<file path="config.mk">
export PLATFORM = sky130hd
export DESIGN_NAME = sync_fifo_ctrl
export DESIGN_NICKNAME = d
export VERILOG_FILES = /design/src/rtl/sync_fifo_ctrl.sv
export SDC_FILE = /design/constraint.sdc
export NUM_CORES = 1
export LEC_CHECK = 0
export ABC_AREA = 1
export BUFFER_PORTS_ARGS = -buffer_cell sky130_fd_sc_hd__buf_2
export CAP_MARGIN = 20
export CORE_ASPECT_RATIO = 1.5
export CORE_MARGIN = 2
export CORE_UTILIZATION = 50
export DETAILED_ROUTE_END_ITERATION = 8
export PLACE_DENSITY = 0.76
export SLEW_MARGIN = 20
export SYNTH_ARGS = -nofsm -noshare
export SYNTH_HDL_FRONTEND = slang
export SYNTH_SLANG_ARGS = --single-unit
export TNS_END_PERCENT = 20
</file>
<file path="constraint.sdc">
create_clock -name clk_i -period 2.97 [get_ports clk_i]
set_clock_uncertainty 0.1 [all_clocks]
set_input_delay 0.891 -clock clk_i [delete_from_list [all_inputs] [get_ports clk_i]]
set_output_delay 0.891 -clock clk_i [all_outputs]
set_load 0.02 [all_outputs]
</file>
<file path="src/rtl/sync_fifo_ctrl.sv">
// Pointer/flag controller that turns simple_double_port_ram into a single-clock FIFO.
// Optional macro SYNC_FIFO_ERR_FLAG_EN adds sticky overflow_o/underflow_o ports.
module sync_fifo_ctrl #(
  parameter int RAM_DEEPTH      = 1024,
  parameter int ALMOST_FULL_TH  = RAM_DEEPTH - 2,
  parameter int ALMOST_EMPTY_TH = 2
) (
  input  logic                          clk_i,
  input  logic                          rst_i,
  input  logic                          wr_en_i,
  input  logic                          rd_en_i,
  output logic                          ram_wr_en_o,
  output logic [$clog2(RAM_DEEPTH)-1:0] ram_wr_addr_o,
  output logic                          ram_rd_en_o,
  output logic [$clog2(RAM_DEEPTH)-1:0] ram_rd_addr_o,
  output logic                          rd_valid_o,
  output logic                          full_o,
  output logic                          empty_o,
  output logic                          almost_full_o,
  output logic                          almost_empty_o,
`ifdef SYNC_FIFO_ERR_FLAG_EN
  output logic                          overflow_o,
  output logic                          underflow_o,
`endif
  output logic [$clog2(RAM_DEEPTH):0]   data_count_o
);

  localparam int AW = $clog2(RAM_DEEPTH);
  localparam logic [AW:0] DEPTH_CNT = (AW+1)'(RAM_DEEPTH);
  localparam logic [AW:0] AF_TH     = (AW+1)'(ALMOST_FULL_TH);
  localparam logic [AW:0] AE_TH     = (AW+1)'(ALMOST_EMPTY_TH);

  logic [AW:0] wr_ptr;
  logic [AW:0] rd_ptr;
  logic [AW:0] count;
  logic        rd_valid;
  logic        wr_acc;
  logic        rd_acc;
  logic        ptr_full;

  // Handshake: a request is accepted in the cycle it is high and the matching
  // flag (full for writes, empty for reads) is low; rejected requests are dropped.
  // Requests seen while rst_i is high are never accepted.
  assign wr_acc = wr_en_i & ~full_o & ~rst_i;
  assign rd_acc = rd_en_i & ~empty_o & ~rst_i;

  assign ram_wr_en_o   = wr_acc;
  assign ram_wr_addr_o = wr_ptr[AW-1:0];
  assign ram_rd_en_o   = rd_acc;
  assign ram_rd_addr_o = rd_ptr[AW-1:0];
  assign rd_valid_o    = rd_valid;

  // Flags come from the registered count only.
  assign full_o         = (count == DEPTH_CNT);
  assign empty_o        = (count == '0);
  assign almost_full_o  = (count >= AF_TH);
  assign almost_empty_o = (count <= AE_TH);
  assign data_count_o   = count;

  assign ptr_full = ((wr_ptr ^ rd_ptr) == {1'b1, {AW{1'b0}}});

  always_ff @(posedge clk_i) begin
    if (rst_i) begin
      wr_ptr   <= '0;
      rd_ptr   <= '0;
      count    <= '0;
      rd_valid <= 1'b0;
    end else begin
      rd_valid <= rd_acc;
      if (wr_acc) wr_ptr <= wr_ptr + 1'b1;
      if (rd_acc) rd_ptr <= rd_ptr + 1'b1;
      case ({wr_acc, rd_acc})
        2'b10:   count <= count + 1'b1;
        2'b01:   count <= count - 1'b1;
        default: count <= count;
      endcase
    end
  end

`ifdef SYNC_FIFO_ERR_FLAG_EN
  always_ff @(posedge clk_i) begin
    if (rst_i) begin
      overflow_o  <= 1'b0;
      underflow_o <= 1'b0;
    end else begin
      if (wr_en_i & full_o)  overflow_o  <= 1'b1;
      if (rd_en_i & empty_o) underflow_o <= 1'b1;
    end
  end
`endif

  // The wrap-bit pointer difference and the occupancy counter must agree on full.
  a_full_consistent: assert property (@(posedge clk_i) disable iff (rst_i) full_o == ptr_full);

endmodule

</file>
==> metrics.md, run 1 <==
| Metric | Value |
|---|---|
| Status | complete, no violations |
| Congestion Overflow GR | 0 |
| Worst skew pair latency | 0.29 ns |
| Placed Instance Area | 2450 um2 |
| # IOs | 42 |
| Die Wd | approximately 58 um |
| WP data required | slightly below 2 ns |
| Flops & latches, synth | 32 |
| Syn Std Cell Area | 2150 um2 |
| Reg clk slew, reported paths | 0.07 ns |
| Vias post-DR | between 2,000 and 2,500 |
| ANT nets after route | 0 |
| Syn nets | 340 |
| Pwr/cell area | between 500 and 600 nW/um2 |
| Delay-heaviest family, CP | buffers and inverters |
| Overall routed net length | between 5 and 6 mm |
| Max rail drop VDD | between 0.0004 and 0.0005 V |
| Place WS | approximately 0.057 ns |
| Crit path top cell by count | buf_2 |
| Worst setup margin | about 0.31 ns |
| Worst R2R Start | data_count_o[9] |
| Unrepaired setup endpoints after global routing | false |
| GPL Wtd Cong | about 0.92 |
| Clock Sinks | 32 |
| Commonest non-fill, non-tap cell in the layout | nand2_1 |
| Post-synthesis sequential area ratio | ~30% |
| Most frequent cells in the layout | nand2_1, inv_1, buf_2 |
| Max_slew headroom | between 70 and 80% |
| Buffers on Ports | 41 |
| Non-filler cells, final | 420 |
| Crit path capture type | output pin |
| Hold_sp | wr_ptr[9] |
| Clock buffer depth | 2 |
| Max-slew violations | 0 |
| Fin Hold WS | about 0.40 ns |
| MaxCap Viol Count | 0 |
| Crit-path cells | buf_2 > inv_2 > nand3_4 > buf_4 > inv_4 > buf_2 |
| Reg-to-reg endpoint | data_count_o[6] |
| Setup TNS | 0 ns |
| Post-synth cell types | 30 |
| Top FF cell, synth | dfxtp_1 |
| Fin. Hold Viols | 0 |
| Internal reg-to-reg setup slack | 0.40 ns |
| Share of layout cells above drive strength 1 | between 20% and 30% |
| Initial Util | around half |
| Hold Path Stages | 2 |
| Fillers | 396 |
| Final period utilization | around nine tenths |
| Yosys warning count | 0 |
| Buf/Inv on CP | 5 |
| Final setup viols | 0 |
| Worst-case hold path end point | wr_ptr[9] |
| R2R depth | 15 |
| # diodes | 0 |
| Syn avg cell area | between 6 and 7 um2 |
| # Post-CTS Setup Buffers | 0 |
| Die Span Y | between 80 and 90 um |
| FP Rows | 29 |
| DRT Pass-1 Iters | 4 |
| First-pass GRT wire length | 8.92 mm |
| CP max FO | 9 |
| Cells after Synth | between 300 and 400 |
| Syn-to-layout area delta | 19.6% |
| Number of flops mapped to enable cells by yosys | 0 |
| Hold-fix buffers, CTS | 0 |
| DRC Markers | 0 |
| Total track usage | a little under a quarter |
| Antenna violations before repair | 0 |
| CTS tree | built |
| CP Class | in -> out |
| Max stage delay on crit path | 0.18 ns |
| Pin count of the biggest net entering global routing | 26 |
| Final nets | slightly below 400 |
| Number of global-route vias before repair | between 2,000 and 2,500 |
| Drt wl/cell | around 12 um |
| Post-layout instance area | roughly 2600 um2 |
| Dpl hpwl | a little under 4 mm |
| Via density per instance | between 5 and 6 |
| Slowest CP cell | buf_4 |
| Critical path startpoint | rst_i |
| Leak | between 1 and 1.5 nW |
| Placed cells | between 400 and 500 |
| Core ar. | 4170 um2 |
| Initial drt markers | 62 |
| Die area | ~4900 um2 |
| Crit start category | primary input |
| CTS H-tree lvls | 2 |
| Async SR Flop Fraction | 0% |
| CTS buffer count | 5 |
| Cts repair resizes | 0 |
| Critical path arrival | 1.67 ns |
| Crit path time final | approximately 2.7 ns |
| Min-delay worst type | reg -> reg |
| Root Buffer | clkbuf_8 |
| Worst-margin pin slew | around 0.42 ns |
| Fmax achieved | roughly 0.38 GHz |
## logic make-up after synthesis
family | count (synthesis) | synth area share [%]
AOI/OAI and AO/OA | 37 | 9.31
xor gates and xnor gates | 16 | 6.52
DFF | 32 | 29.8
buffers and inverters | 53 | 9.54
adders and majority gates | 13 | 7.91
and+or+nand+nor | 172 | 36.9
## metrics by stage
stage                     utilization [%]  power [mW]
after floorplan                         -       0.863
after global placement               58.6       0.987
after detailed placement             58.6       0.994
after CTS                            61.6        1.46
after global routing                 61.6        1.53
final                                61.6        1.45
## routing by layer
metal	GRT usage [%]	vias to the layer above	routed length, um
met4	9.51	0	91
met1	23.7	996	2000
met5	0	-	0
met2	43.4	37	2780
met3	3.24	8	173
li1	-	1127	-
## where the power goes
group	leakage (nW)	switching [mW]	internal [mW]
logic	1.04	0.305	0.165
clock network	0.0645	0.168	0.296
registers	0.261	0.0485	0.465
## synthesized netlist by cell type, types with 3 or more instances
library cell,instances,area (um2)
a21oi_1,25,125
buf_2,3,15.0
dfxtp_1,32,641
ha_1,12,150
inv_1,43,161
inv_2,4,15.0
nand2_1,86,323
nand2_4,3,33.8
nand3_1,26,130
nand4_1,8,50.1
nor2_1,33,124
nor2_2,4,25.0
nor3_1,4,20.0
o21ai_0,6,30.0
xnor2_1,5,43.8
xor2_1,11,96.3
## layout make-up
cell class / instances / area, um2 / share of cell area [%]
well taps: 46 / 57.6 / 2.24
multi-input cells: 238 / 1310 / 50.8
flip-flops and latches: 32 / 641 / 24.9
clock inverters: 1 / 30.0 / 1.17
clock buffers: 7 / 96.3 / 3.75
repair buffers: 48 / 258 / 10.0
inverters: 48 / 183 / 7.10
## how the worst max path moves through the flow
stage                            to  cells past startpoint
global route        data_count_o[8]                     15
detailed placement  data_count_o[6]                     13
global placement    data_count_o[9]                     14
CTS                     ram_wr_en_o                      6
finish                  ram_wr_en_o                      6
floorplan           data_count_o[6]                     13
## sequential cells by signal (all words and copies together), names as in the netlist
name / count
data_count_o: 11
rd_ptr: 10
rd_valid_o: 1
wr_ptr: 10
## tightest hold or removal path: cells and delay by family, from the launching register on
kind	cells	cell delay, ns
flops	1	0.33
simple gates	1	0.07
compound gates	1	0.05
(Power assumes the default switching activity.)
==> inputs of run 2 (changes only) <==
--- a/config.mk
+++ b/config.mk
@@ -8,7 +8,6 @@
 export ABC_AREA = 1
 export BUFFER_PORTS_ARGS = -buffer_cell sky130_fd_sc_hd__buf_2
 export CAP_MARGIN = 20
-export CORE_ASPECT_RATIO = 1.5
 export CORE_MARGIN = 2
 export CORE_UTILIZATION = 50
 export DETAILED_ROUTE_END_ITERATION = 8
==> metrics.md, run 2 (same netlist as run 1, synthesis figures left out) <==
| Metric | Value |
|---|---|
| Status | complete, no violations (unchanged) |
| Root Buffer | clkbuf_8 (unchanged) |
| Post-layout instance area | 2570 um2 (about the same) |
| Fillers | 393 (was 396) |
| CTS H-tree lvls | 2 (unchanged) |
| Pwr/cell area | 552 nW/um2 (was 562 nW/um2) |
| Final Core Density | 63.3% (was 61.6%) |
| Slowest CP cell | fa_1 (was buf_4) |
| CTS tree | built (unchanged) |
| Pin count of the biggest net entering global routing | 26 (unchanged) |
| # Post-CTS Setup Buffers | 0 (unchanged) |
| Initial Util | 53.0% (was 51.5%) |
| Antenna violations before repair | 0 (unchanged) |
| Dpl hpwl | 3.99 mm (was 3.95 mm) |
| Total track usage | 23.2% (was 22.8%) |
| Final Power | 1.42 mW (was 1.45 mW) |
| Hold-fix buffers, CTS | 0 (unchanged) |
| Buf/Inv on CP | 4 (was 5) |
| Final setup viols | 0 (unchanged) |
| Crit path time final | 2.66 ns (about the same) |
| # IOs | 42 (unchanged) |
| Hold_sp | wr_ptr[9] (unchanged) |
| DRT Pass-1 Iters | 4 (unchanged) |
| Die area | 4840 um2 (was 4850 um2) |
| Setup TNS | 0 ns (unchanged) |
| Delay-heaviest family, CP | simple AND/OR/NAND/NOR gates (was buffers and inverters) |
| Min-delay worst type | reg -> reg (unchanged) |
| Final period utilization | 89.7% (was 89.5%) |
| Largest register FFs | 11 (unchanged) |
| FP Rows | 23 (was 29) |
| Share of layout cells above drive strength 1 | 20.8% (was 20.6%) |
| Final nets | 391 (was 390) |
| Die Wd | 69.6 um (was 57.6 um) |
| Worst-margin pin slew | 0.421 ns (about the same) |
| CP max FO | 11 (was 9) |
| Most frequent cells in the layout | nand2_1, inv_1, buf_2 (unchanged) |
| Cts repair resizes | 0 (unchanged) |
| Max rail drop VDD | 0.000274 V (was 0.000464 V) |
| Vias post-DR | 2,206 (was 2,168) |
| Worst R2R Start | data_count_o[9] (unchanged) |
| CP Class | reg -> reg (was in -> out) |
| Via density per instance | 5.19 (was 5.16) |
| Core ar. | 4060 um2 (was 4170 um2) |
| Reg clk slew, reported paths | 0.07 ns (about the same) |
| Fin. Hold Viols | 0 (unchanged) |
| Critical path arrival | 2.76 ns (was 1.67 ns) |
| Max stage delay on crit path | 0.44 ns (was 0.18 ns) |
| Congestion Overflow GR | 0 (unchanged) |
| Syn-to-layout area delta | 19.5% (was 19.6%) |
| Leak | 1.35 nW (was 1.36 nW) |
| GPL Wtd Cong | 0.840 (was 0.924) |
| Crit start category | flop (was primary input) |
| Max_slew headroom | 71.9% (about the same) |
| Overall routed net length | 5.30 mm (was 5.05 mm) |
| Clock buffer depth | 2 (unchanged) |
| Number of global-route vias before repair | 2,075 (was 2,078) |
| ANT nets after route | 0 (unchanged) |
| Crit path capture type | flop (was output pin) |
| MaxCap Viol Count | 0 (unchanged) |
| Placed Instance Area | 2460 um2 (was 2450 um2) |
| DRC Markers | 0 (unchanged) |
| Die Span Y | 69.6 um (was 84.3 um) |
| Place WS | 0.0254 ns (was 0.0574 ns) |
| Worst skew pair latency | 0.29 ns (about the same) |
| Commonest non-fill, non-tap cell in the layout | nand2_1 (unchanged) |
| Fmax achieved | 0.375 GHz (was 0.376 GHz) |
| CTS buffer count | 5 (unchanged) |
| Unrepaired setup endpoints after global routing | false (unchanged) |
| # diodes | 0 (unchanged) |
| WP data required | 3.06 ns (was 1.98 ns) |
| Critical path startpoint | data_count_o[9] (was rst_i) |
| Max-slew violations | 0 (unchanged) |
| Crit-path cells | inv_1 > nand2_1 > nor2_1 > nand2_4 > nand3_4 > inv_2 > ha_2 > inv_1 > fa_1 > o21bai_2 > nand2_1 > nand3_1 > nand3_1 > nand2_1 > inv_1 (was buf_2 > inv_2 > nand3_4 > buf_4 > inv_4 > buf_2) |
| Clock Sinks | 32 (unchanged) |
| First-pass GRT wire length | 9.25 mm (was 8.92 mm) |
| Drt wl/cell | 12.5 um (was 12.0 um) |
| Initial drt markers | 159 (was 62) |
| Buffers on Ports | 41 (unchanged) |
| Worst setup margin | 0.306 ns (was 0.313 ns) |
## run 2: cell types whose count changed in the layout (fill, tap and decap cells not counted), sizes merged
cell	delta
buf	+1
clkinvlp	+1
clkinv	+1
clkbuf	-2
## run 2: report_power, final
part / total [mW] / switching (mW) / internal, mW / leakage, nW
Combinational: 0.479 / 0.313 / 0.166 / 1.04
Sequential: 0.516 / 0.0515 / 0.465 / 0.261
Clock: 0.423 / 0.175 / 0.248 / 0.0541
Total: 1.42 / 0.540 / 0.879 / 1.35
## run 2: per-stage QoR
stage | hold slack (ns) | std cells
after detailed placement | 0.386 | 417
after global routing | 0.430 | 425
after global placement | 0.381 | 417
after CTS | 0.398 | 425
final | 0.396 | 425
after floorplan | 0.465 | 323
## run 2: final timing paths
| path | slack [ns] | cells past startpoint | to |
|---|---|---|---|
| max | 0.31 | 15 | data_count_o[6] |
| min | 0.40 | 2 | wr_ptr[9] |
| max reg2reg | 0.31 | 15 | data_count_o[6] |
| min reg2reg | 0.40 | 2 | wr_ptr[9] |
## run 2: worst reg2reg max path, stage by stage, from the launching register on
cell and delay, ns:
dfxtp_1 0.40, inv_1 0.07, nand2_1 0.14, nor2_1 0.09, nand2_4 0.14, nand3_4 0.08, inv_2 0.06, ha_2 0.33
inv_1 0.09, fa_1 0.44, o21bai_2 0.22, nand2_1 0.11, nand3_1 0.08, nand3_1 0.08, nand2_1 0.09, inv_1 0.04
## run 2: metal layers
metal	vias to the layer above	global-route usage (%)	routed length, um
li1	1139	-	-
met1	1003	29.6	2460
met2	54	38.7	2490
met3	10	4.51	263
met4	0	8.50	82
met5	-	0	0
## run 2: final cells by class
cell class,instances,area (um2),share of cell area (%)
multi-input cells,238,1310,50.9
flip-flops and latches,32,641,24.9
repair buffers,49,265,10.3
inverters,48,183,7.11
clock buffers,5,68.8,2.68
well taps,50,62.6,2.43
clock inverters,3,42.5,1.66
==> inputs of run 3 (changes only) <==
--- a/config.mk
+++ b/config.mk
@@ -9,9 +9,9 @@
 export BUFFER_PORTS_ARGS = -buffer_cell sky130_fd_sc_hd__buf_2
 export CAP_MARGIN = 20
 export CORE_MARGIN = 2
-export CORE_UTILIZATION = 50
+export CORE_UTILIZATION = 40
+export CTS_CLUSTER_SIZE = 40
 export DETAILED_ROUTE_END_ITERATION = 8
-export PLACE_DENSITY = 0.76
 export SLEW_MARGIN = 20
 export SYNTH_ARGS = -nofsm -noshare
 export SYNTH_HDL_FRONTEND = slang
==> metrics.md, run 3 (same netlist as run 1, synthesis figures left out) <==
| Metric | Value |
|---|---|
| Status | complete, no violations (unchanged) |
| Initial drt markers | 96 (was 159) |
| Pwr/cell area | 544 nW/um2 (was 552 nW/um2) |
| Final setup viols | 0 (unchanged) |
| Die Span Y | 77.3 um (was 69.6 um) |
| Syn-to-layout area delta | 20.8% (was 19.5%) |
| Leak | 1.36 nW (was 1.35 nW) |
| Slowest CP cell | dfxtp_1 (was fa_1) |
| DRT Pass-1 Iters | 4 (unchanged) |
| CP Class | reg -> out (was reg -> reg) |
| First-pass GRT wire length | 8.87 mm (was 9.25 mm) |
| MaxCap Viol Count | 0 (unchanged) |
| Die area | 5980 um2 (was 4840 um2) |
| Pin count of the biggest net entering global routing | 26 (unchanged) |
| Antenna violations before repair | 0 (unchanged) |
| DRC Markers | 0 (unchanged) |
| # IOs | 42 (unchanged) |
| Buf/Inv on CP | 4 (unchanged) |
| Reg clk slew, reported paths | 0.08 ns (was 0.07 ns) |
| Commonest non-fill, non-tap cell in the layout | nand2_1 (unchanged) |
| Max-slew violations | 0 (unchanged) |
| WP data required | 1.98 ns (was 3.06 ns) |
| Buffers on Ports | 41 (unchanged) |
| Fillers | 571 (was 393) |
| ANT nets after route | 0 (unchanged) |
| Drt wl/cell | 11.6 um (was 12.5 um) |
| Cts repair resizes | 0 (unchanged) |
| Fmax achieved | 0.374 GHz (was 0.375 GHz) |
| Most frequent cells in the layout | nand2_1, inv_1, buf_2 (unchanged) |
| Critical path arrival | 1.69 ns (was 2.76 ns) |
| Multi-input logic area | 1310 um2 (unchanged) |
| Max_slew headroom | 68.7% (was 71.9%) |
| CTS H-tree lvls | 2 (unchanged) |
| Final Core Density | 50.6% (was 63.3%) |
| Core ar. | 5140 um2 (was 4060 um2) |
| Hold-fix buffers, CTS | 0 (unchanged) |
| Congestion Overflow GR | 0 (unchanged) |
| # Post-CTS Setup Buffers | 0 (unchanged) |
| Internal reg-to-reg setup slack | 0.31 ns (about the same) |
| Overall routed net length | 5.16 mm (was 5.30 mm) |
| Share of layout cells above drive strength 1 | 20.7% (was 20.8%) |
| Largest register FFs | 11 (unchanged) |
| Clock buffer depth | 2 (unchanged) |
| # diodes | 0 (unchanged) |
| Number of global-route vias before repair | 1,932 (was 2,075) |
| CTS tree | built (unchanged) |
| Crit start category | flop (unchanged) |
| Vias post-DR | 2,099 (was 2,206) |
| Root Buffer | clkbuf_8 (unchanged) |
| Setup TNS | 0 ns (unchanged) |
| Total track usage | 18.3% (was 23.2%) |
| Dpl hpwl | 3.88 mm (was 3.99 mm) |
| Final period utilization | 90.1% (was 89.7%) |
| CP max FO | 9 (was 11) |
| Unrepaired setup endpoints after global routing | false (unchanged) |
| Die Wd | 77.3 um (was 69.6 um) |
| Via density per instance | 4.71 (was 5.19) |
| FP Rows | 26 (was 23) |
| Min-delay worst type | reg -> reg (unchanged) |
| Crit path capture type | output pin (was flop) |
| Worst skew pair latency | 0.29 ns (about the same) |
| Clock Sinks | 32 (unchanged) |
| Delay-heaviest family, CP | buffers and inverters (was simple AND/OR/NAND/NOR gates) |
| Sequential cell area | 641 um2 (unchanged) |
| Crit path time final | 2.68 ns (was 2.66 ns) |
| CTS buffer count | 5 (unchanged) |
| GPL Wtd Cong | 0.853 (was 0.840) |
| Max rail drop VDD | 0.000233 V (was 0.000274 V) |
| Fin. Hold Viols | 0 (unchanged) |
| Initial Util | 41.8% (was 53.0%) |
| Worst-margin pin slew | 0.468 ns (was 0.421 ns) |
| Max stage delay on crit path | 0.46 ns (was 0.44 ns) |
| Final nets | 392 (was 391) |
| Crit-path cells | inv_1 > nor2_1 > nand2_4 > nand3_4 > buf_4 > inv_4 > buf_2 (was inv_1 > nand2_1 > nor2_1 > nand2_4 > nand3_4 > inv_2 > ha_2 > inv_1 > fa_1 > o21bai_2 > nand2_1 > nand3_1 > nand3_1 > nand2_1 > inv_1) |
-- run 3: area by class of cell --
class	count	share of cell area, %
repair buffers	50	10.5
multi-input cells	238	50.3
clock buffers	6	2.79
well taps	70	3.37
inverters	48	7.03
flip-flops and latches	32	24.7
clock inverters	2	1.35
-- run 3: stage by stage --
step | instance area (um2) | worst slack, ns | instances | hold slack, ns | total power [mW]
2_1_floorplan | 2150 | 0.0297 | 323 | 0.465 | 0.863
3_3_place_gp | 2490 | 0.133 | 438 | 0.384 | 1.00
3_5_place_dp | 2490 | 0.0670 | 438 | 0.392 | 1.00
4_1_cts | 2600 | 0.293 | 446 | 0.403 | 1.42
5_1_grt | 2600 | 0.0560 | 446 | 0.447 | 1.51
6_report | 2600 | 0.293 | 446 | 0.399 | 1.41
-- run 3: layer usage --
| metal | global-route usage, % | vias up | part of all wire [%] |
|---|---|---|---|
| met3 | 4.53 | 4 | 3.7 |
| met2 | 29.7 | 37 | 45 |
| met4 | 4.82 | 0 | 1.0 |
| li1 | - | 1130 | - |
| met1 | 24.3 | 928 | 50 |
| met5 | 0 | - | 0 |
-- run 3: power breakdown --
group	internal (mW)	switching, mW	leakage, nW
clock network	0.249	0.173	0.0552
registers	0.465	0.0514	0.261
logic	0.169	0.306	1.05
-- run 3: worst register-to-register path: stages (launching register included) --
cell      delay, ns
dfxtp_1        0.40
inv_1          0.08
nand2_1        0.14
nor2_1         0.09
nand2_4        0.15
nand3_4        0.08
inv_2          0.07
ha_2           0.31
inv_1          0.09
fa_1           0.44
o21bai_2       0.23
nand2_1        0.10
nand3_1        0.08
nand3_1        0.09
nand2_1        0.08
inv_1          0.04
-- run 3: final timing paths --
check	depth (start not counted)	from	to
setup / recovery	7	data_count_o[10]	ram_wr_en_o
hold / removal	2	wr_ptr[9]	wr_ptr[9]
setup reg to reg	15	data_count_o[9]	data_count_o[6]
hold reg to reg	2	wr_ptr[9]	wr_ptr[9]
